**src/rtl/strobe_period_meter.sv**
```systemverilog
// Strobe period meter: counts Clock cycles between rising edges of Strobe_i,
// reports each completed period with a one-cycle Valid_o pulse, flags lock when
// consecutive periods agree within TOLERANCE, and flags timeout when strobes stop.
module strobe_period_meter #(
  parameter int unsigned CLOCK_HZ  = 10_000_000,
  parameter int unsigned MAX_TICKS = 65535,
  parameter int unsigned TOLERANCE = 1,
  localparam int unsigned WIDTH    = $clog2(MAX_TICKS + 1)
) (
  input  logic             Clock,
  input  logic             Reset,
  input  logic             Enable_i,
  input  logic             Strobe_i,
  output logic [WIDTH-1:0] Period_o,
  output logic             Valid_o,
  output logic             Locked_o,
  output logic             Timeout_o
);

  localparam logic [WIDTH-1:0] MaxCnt = WIDTH'(MAX_TICKS);
  localparam logic [WIDTH:0]   TolW   = (WIDTH + 1)'(TOLERANCE);

  // Reject meaningless configurations at elaboration.
  if (CLOCK_HZ == 0 || MAX_TICKS == 0) begin : g_bad_param
    $error("strobe_period_meter: CLOCK_HZ and MAX_TICKS must be non-zero");
  end

  typedef enum logic [1:0] {StIdle, StArm, StMeasure, StTimeout} state_e;

  state_e           r_state_q, w_state_d;
  logic [WIDTH-1:0] r_cnt_q, w_cnt_d;
  logic [WIDTH-1:0] r_prev_q, w_prev_d;
  logic             r_have_prev_q, w_have_prev_d;
  logic [WIDTH-1:0] r_period_q, w_period_d;
  logic             r_valid_q, w_valid_d;
  logic             r_locked_q, w_locked_d;
  logic             r_timeout_q, w_timeout_d;
  logic             r_strobe_q;

  logic             w_edge;
  logic [WIDTH:0]   w_diff;
  logic             w_in_tol;

  assign w_edge = Strobe_i & ~r_strobe_q;

  // Absolute difference between the period just completed and the previous one.
  always_comb begin
    if (r_cnt_q >= r_prev_q) begin
      w_diff = {1'b0, r_cnt_q} - {1'b0, r_prev_q};
    end else begin
      w_diff = {1'b0, r_prev_q} - {1'b0, r_cnt_q};
    end
    w_in_tol = (w_diff <= TolW);
  end

  // Next-state and registered-output logic; disable overrides every state.
  always_comb begin
    w_state_d     = r_state_q;
    w_cnt_d       = r_cnt_q;
    w_prev_d      = r_prev_q;
    w_have_prev_d = r_have_prev_q;
    w_period_d    = r_period_q;
    w_valid_d     = 1'b0;
    w_locked_d    = r_locked_q;
    w_timeout_d   = r_timeout_q;

    if (!Enable_i) begin
      w_state_d     = StIdle;
      w_cnt_d       = '0;
      w_have_prev_d = 1'b0;
      w_locked_d    = 1'b0;
      w_timeout_d   = 1'b0;
    end else begin
      unique case (r_state_q)
        StIdle: begin
          // Edges are not looked at here; Strobe_q has been tracking, so a
          // strobe already high when enabled is not mistaken for an edge.
          w_state_d     = StArm;
          w_cnt_d       = '0;
          w_have_prev_d = 1'b0;
          w_locked_d    = 1'b0;
          w_timeout_d   = 1'b0;
        end
        StArm: begin
          w_have_prev_d = 1'b0;
          if (w_edge) begin
            w_cnt_d   = WIDTH'(1);
            w_state_d = StMeasure;
          end
        end
        StMeasure: begin
          if (w_edge) begin
            // Edge wins even when the counter has just reached MaxCnt.
            w_period_d    = r_cnt_q;
            w_valid_d     = 1'b1;
            w_locked_d    = r_have_prev_q & w_in_tol;
            w_prev_d      = r_cnt_q;
            w_have_prev_d = 1'b1;
            w_cnt_d       = WIDTH'(1);
          end else if (r_cnt_q == MaxCnt) begin
            w_state_d     = StTimeout;
            w_timeout_d   = 1'b1;
            w_locked_d    = 1'b0;
            w_have_prev_d = 1'b0;
          end else begin
            w_cnt_d = r_cnt_q + WIDTH'(1);
          end
        end
        StTimeout: begin
          // Counter frozen; the next edge restarts without a period report.
          w_have_prev_d = 1'b0;
          if (w_edge) begin
            w_cnt_d     = WIDTH'(1);
            w_timeout_d = 1'b0;
            w_state_d   = StMeasure;
          end
        end
        default: begin
          w_state_d = StIdle;
        end
      endcase
    end
  end

  // State and output registers with asynchronous active-high reset.
  always_ff @(posedge Clock or posedge Reset) begin
    if (Reset) begin
      r_state_q     <= StIdle;
      r_cnt_q       <= '0;
      r_prev_q      <= '0;
      r_have_prev_q <= 1'b0;
      r_period_q    <= '0;
      r_valid_q     <= 1'b0;
      r_locked_q    <= 1'b0;
      r_timeout_q   <= 1'b0;
      r_strobe_q    <= 1'b0;
    end else begin
      r_state_q     <= w_state_d;
      r_cnt_q       <= w_cnt_d;
      r_prev_q      <= w_prev_d;
      r_have_prev_q <= w_have_prev_d;
      r_period_q    <= w_period_d;
      r_valid_q     <= w_valid_d;
      r_locked_q    <= w_locked_d;
      r_timeout_q   <= w_timeout_d;
      r_strobe_q    <= Strobe_i;
    end
  end

  assign Period_o  = r_period_q;
  assign Valid_o   = r_valid_q;
  assign Locked_o  = r_locked_q;
  assign Timeout_o = r_timeout_q;

endmodule

```
**config.mk**
```make
export PLATFORM = sky130hd
export DESIGN_NAME = strobe_period_meter
export DESIGN_NICKNAME = d
export VERILOG_FILES = /design/src/rtl/strobe_period_meter.sv
export SDC_FILE = /design/constraint.sdc
export NUM_CORES = 1
export LEC_CHECK = 0
export BUFFER_PORTS_ARGS = -buffer_cell sky130_fd_sc_hd__buf_2
export CAP_MARGIN = 5
export CORE_MARGIN = 8
export CORE_UTILIZATION = 40
export CTS_CLUSTER_DIAMETER = 200
export DETAILED_ROUTE_END_ITERATION = 10
export GPL_TIMING_DRIVEN = 0
export SYNTH_ARGS = -nofsm -noshare
export SYNTH_HDL_FRONTEND = slang
export SYNTH_SLANG_ARGS = --single-unit
export TNS_END_PERCENT = 1
```
**constraint.sdc**
```tcl
create_clock -name Clock -period 2.77 [get_ports Clock]
set_clock_uncertainty 0.2 [all_clocks]
set_input_delay 0.554 -clock Clock [delete_from_list [all_inputs] [get_ports Clock]]
set_output_delay 0.554 -clock Clock [all_outputs]
set_load 0.005 [all_outputs]
```
After elaboration in Yosys (flattened, before gate mapping)
Index checks and enable logic that the tools add are counted.
{"block": "op_classes", "n_addsub": 3, "div": 0, "eq_ne": 12, "n_reduce_logical": 8, "muxes": 26, "bitwise_logic": 3, "mul": 0, "magnitude_cmp": 2, "shift": 0}
{"cell": "$mux 16", "n": 4}
{"cell": "$pmux 16 s3", "n": 1}
{"cell": "$sub 16x16->17", "n": 2}
{"cell": "$le 17x1->1 const B", "n": 1}
{"cell": "$mux 17", "n": 1}
{"cell": "$add 16x1->16 const B", "n": 1}
{"cell": "$eq 16x16->1 const B", "n": 1}
{"cell": "$ge 16x16->1", "n": 1}
{"cell": "$mux 1", "n": 12}
{"cell": "$ne 3x3->1 const B", "n": 3}
{"cell": "$mux 2", "n": 4}
{"cell": "$ne 4x4->1 const B", "n": 2}
{"cell": "$pmux 2 s3", "n": 1}
{"cell": "$reduce_and 3->1", "n": 2}
{"cell": "$eq 2x2->1 const B", "n": 2}
{"cell": "$ne 4x1->1 const B", "n": 1}
{"cell": "$pmux 1 s2", "n": 2}
{"cell": "$reduce_and 2->1", "n": 2}
{"cell": "$reduce_and 4->1", "n": 1}
{"cell": "$ne 3x1->1 const B", "n": 1}
{"cell": "$ne 3x2->1 const B", "n": 1}
{"cell": "$pmux 1 s3", "n": 1}
{"cell": "$reduce_or 3->1", "n": 1}
{"cell": "$and 1x1->1", "n": 2}
{"cell": "4 further kinds", "n": 4}
{"block": "word_totals", "word_cells": 62, "romBits": 0, "latch_bits": 0, "output_inout_bits": 19, "inputBits": 4, "mem_count": 0, "reg_bits": 39, "mem_bits_rw": 0}

Logic depth before layout (Yosys ltp)
{"block": "logic_depth", "ltp_word": 7, "ltp_mapped": 13}

Least setup slack after synthesis
Ideal clock, no wire load.
{"block": "synth_timing", "path_kind": "flip-flop to flip-flop", "from": "register, netlist name Period_o[0]", "to": "register r_locked_q (netlist: Locked_o)", "slack_ns": -0.195, "t_required_ns": 2.478, "arrival_time_ns": 2.673, "path_stages_with_launch": 13, "synth_period_minus_slack_ns": 2.965, "path_buffers": 0, "setup_time_ns": 0.092, "path_cell_list": "dfrtp_1 -> inv_1 -> ha_1 -> inv_1 -> fa_1 -> a211oi_2 -> nor3_1 -> nor3_1 -> o21ai_2 -> or4_1 -> a211oi_1 -> o2111ai_1 -> o31ai_2"}
{"item": "to (signal assigned)", "line": "144", "source": "r_locked_q <= w_locked_d;"}
{"item": "to (decl)", "line": "36", "source": "logic r_locked_q, w_locked_d;"}

==> results.sh <==
export IMPL_status="finished with violations"
export IMPL_violations="negative setup slack"
export IMPL_layout_setup_ws_ps=-411
export IMPL_grt_pass1_vias=3137
export IMPL_grt_max_degree=40
export IMPL_initial_core_util_pct=40.4
export IMPL_gp_congestion=0.892
export IMPL_grt_overflow=0
export IMPL_wl_per_cell_um=16.4
export IMPL_stdcell_count=604
export IMPL_clk_path_buf_depth=2
export IMPL_portBuffers=22
export IMPL_required_ps=2750
export IMPL_utilization_pct=51.8
export IMPL_yosys_top_cells_area="dfrtp_1, ha_1, o21ai_0"
export IMPL_hold_buffers=0
export IMPL_p_per_area_nw_per_um2=337
export IMPL_tightest_slew_ps=824
export IMPL_arrival_ps=3160
export IMPL_maxSlewViolCount=0
export IMPL_fmax_ghz=0.314
export IMPL_vias=3301
export IMPL_synth_edff_count=0
export IMPL_synth_ff_type="dfrtp_1"
export IMPL_stdcell_area_sq_um=4430
export IMPL_ys_types=64
export IMPL_ys_ff_latch=39
export IMPL_cts_root_buf="clkbuf_8"
export IMPL_cts_sinks=39
export IMPL_die_h_um=109
export IMPL_antenna_found_initial=0
export IMPL_yosys_warnings=0
export IMPL_post_route_min_period_ps=3180
export IMPL_leakagePower_nw=1.97
export IMPL_fin_nets=534
export IMPL_drv_cap=0
export IMPL_drtIter0Drc=122
export IMPL_first_pass_iters=4
export IMPL_synth_net_count=463
export IMPL_cp_start_kind="flop"
export IMPL_htreeDepth=2
export IMPL_die_width_um=109
export IMPL_hold_violations=0
export IMPL_antenna_left=0
export IMPL_dpl_cell_count=554
export IMPL_route_detailed_drc=0
export IMPL_clkTransAtPathRegs_ps=70
export IMPL_yosysTopAreaCellShare_pct=28.2
export IMPL_syn_inst=424
export IMPL_io_pins=23
export IMPL_seq_area_frac_synth_pct=28.2
export IMPL_hpwl_um=7300
export IMPL_cts_buffers=5
export IMPL_diodes=0
export IMPL_rsz0062_at_grt="true"
export IMPL_yosysMostFrequentCell="inv_1"
export IMPL_critPathMaxFanout=8
export IMPL_slew_headroom_pct=45.0
export IMPL_critPathKind="reg2reg"
export IMPL_synth_top_cell_by_area="dfrtp_1"
export IMPL_cts_tree="yes"
export IMPL_fin_crit_sh_pct=115
export IMPL_insertion_delay_ps=290
export IMPL_synth_top_cells_by_count="inv_1, nand2_1, dfrtp_1, nor2_1, o21ai_0"
export IMPL_finalSetupTns_ps=-411
export IMPL_grt_pass1_wl_um=15500
export IMPL_die_area_sq_um=11900
export IMPL_core_area_sq_um=8550
export IMPL_drt_wl_total_um=9930
export IMPL_place_area_sq_um=3730
export IMPL_vdd_drop_max_mv=0.276
export IMPL_grt_usage_pct=16.3
export IMPL_synth_area_sq_um=3460
export IMPL_setup_viol=1
export IMPL_hold_class="in2reg"
export IMPL_row_count=34
export IMPL_drive_above_1_share_pct=30.0
export IMPL_avgViaCountPerCell=5.47
export IMPL_crit_path_end_kind="flop"
export IMPL_areaGrowthSynthToFinish_pct=28.2
export IMPL_syn_area_per_cell_sq_um=8.15
export IMPL_synthArstFlopShare_pct=100
==> cell type report <==
class / instances / area [sq um]
sequential: 39 / 983
buffer: 14 / 110
clock buffer: 8 / 100
multi-input combinational: 324 / 2480
timing repair buffer: 65 / 450
fill: 814 / 4120
inverter: 46 / 176
tap: 108 / 135
==> stage by stage <==
step | power [W] | hold WS, ps | worst slack, ps
2_1_floorplan | 0.000883 | 316 | -32.9
3_3_place_gp | 0.000976 | 319 | -670
3_5_place_dp | 0.000982 | 331 | -685
4_1_cts | 0.00147 | 195 | -446
5_1_grt | 0.00157 | 200 | -525
6_report | 0.00149 | 203 | -411
==> logic make-up (layout without fill, tap and decap cells) <==
logic type	count (synthesis)	after routing	synth area share, %
buffers and inverters	61	133	7.53
AND/OR/NAND/NOR	140	140	20.2
XOR/XNOR	24	24	6.08
multiplexers	5	5	1.59
adder cells (fa/ha/maj)	35	35	13.1
flip-flops	39	39	28.2
AO/OA/AOI/OAI	120	120	23.2
==> placed cells by master, fill, tap and decap left out, drive strengths merged, types with 2 or more instances in the layout <==
master   count
buf         73
inv         45
o21ai       44
nand2       41
nor2        40
dfrtp       39
a21oi       34
ha          33
xnor2       17
clkbuf      14
nand3       12
a211oi      11
nand4       10
xor2         7
nor3         7
a21o         6
and3         6
nand2b       5
o21bai       4
mux2i        4
a31oi        4
or3          3
nor2b        3
nor4         3
nand3b       3
or4          3
o21a         2
o2111ai      2
o31ai        2
fa           2
a21boi       2
==> state kept, by name (all words and copies together), names as in the netlist <==
name and flops:
r_state_q 2, r_cnt_q 16, Valid_o 1, r_have_prev_q 1, Timeout_o 1, Period_o 16
Locked_o 1, r_strobe_q 1
==> worst max-delay path: stages (launching register included) <==
cell and delay (ps):
dfrtp_1 400, inv_1 60, ha_1 310, buf_6 150
a21oi_4 160, or2b_4 150, nand3b_4 100, a211oi_4 330
o21bai_1 110, a222oi_1 450, xor2_1 220, o2111ai_2 170
o31ai_4 270
==> layer usage <==
metal | vias up | routed length (um) | global-route usage, % | part of all wire [%]
li1 | 1619 | - | - | -
met1 | 1597 | 4530 | 20.8 | 46
met2 | 64 | 4990 | 28.2 | 50
met3 | 21 | 218 | 1.54 | 2.2
met4 | 0 | 198 | 5.28 | 2.0
met5 | - | 0 | 0 | 0
==> report_power, final <==
group | switching [W] | internal [W] | leakage [nW]
Sequential | 0.0000192 | 0.000585 | 0.520
Clock | 0.000197 | 0.000227 | 0.0515
Combinational | 0.000255 | 0.000208 | 1.40
Total | 0.000471 | 0.00102 | 1.97
==> repair_timing <==
item	in CTS	in global routing
endpoints found under the hold margin	0	0
cloned	0	1
setup buffers	20	23
gates resized for setup	38	25
endpoints found under the setup margin	1	1
pin swaps	18	22
==> worst paths after layout <==
kind | startpoint | slack, ps | depth (start not counted) | endpoint
max | Period_o[3]$_DFFE_PP0P_ | -410 | 12 | Locked_o$_DFFE_PP0P_
min | Strobe_i | 200 | 1 | r_strobe_q$_DFF_PP0_
max reg2reg | Period_o[3]$_DFFE_PP0P_ | -410 | 12 | Locked_o$_DFFE_PP0P_
min reg2reg | Period_o[12]$_DFFE_PP0P_ | 340 | 2 | Period_o[12]$_DFFE_PP0P_
max in group asynchronous | Reset | 1570 | 2 | r_cnt_q[4]$_DFFE_PP0P_
min in group asynchronous | Reset | 220 | 2 | r_cnt_q[13]$_DFFE_PP0P_
(Power assumes the default switching activity.)
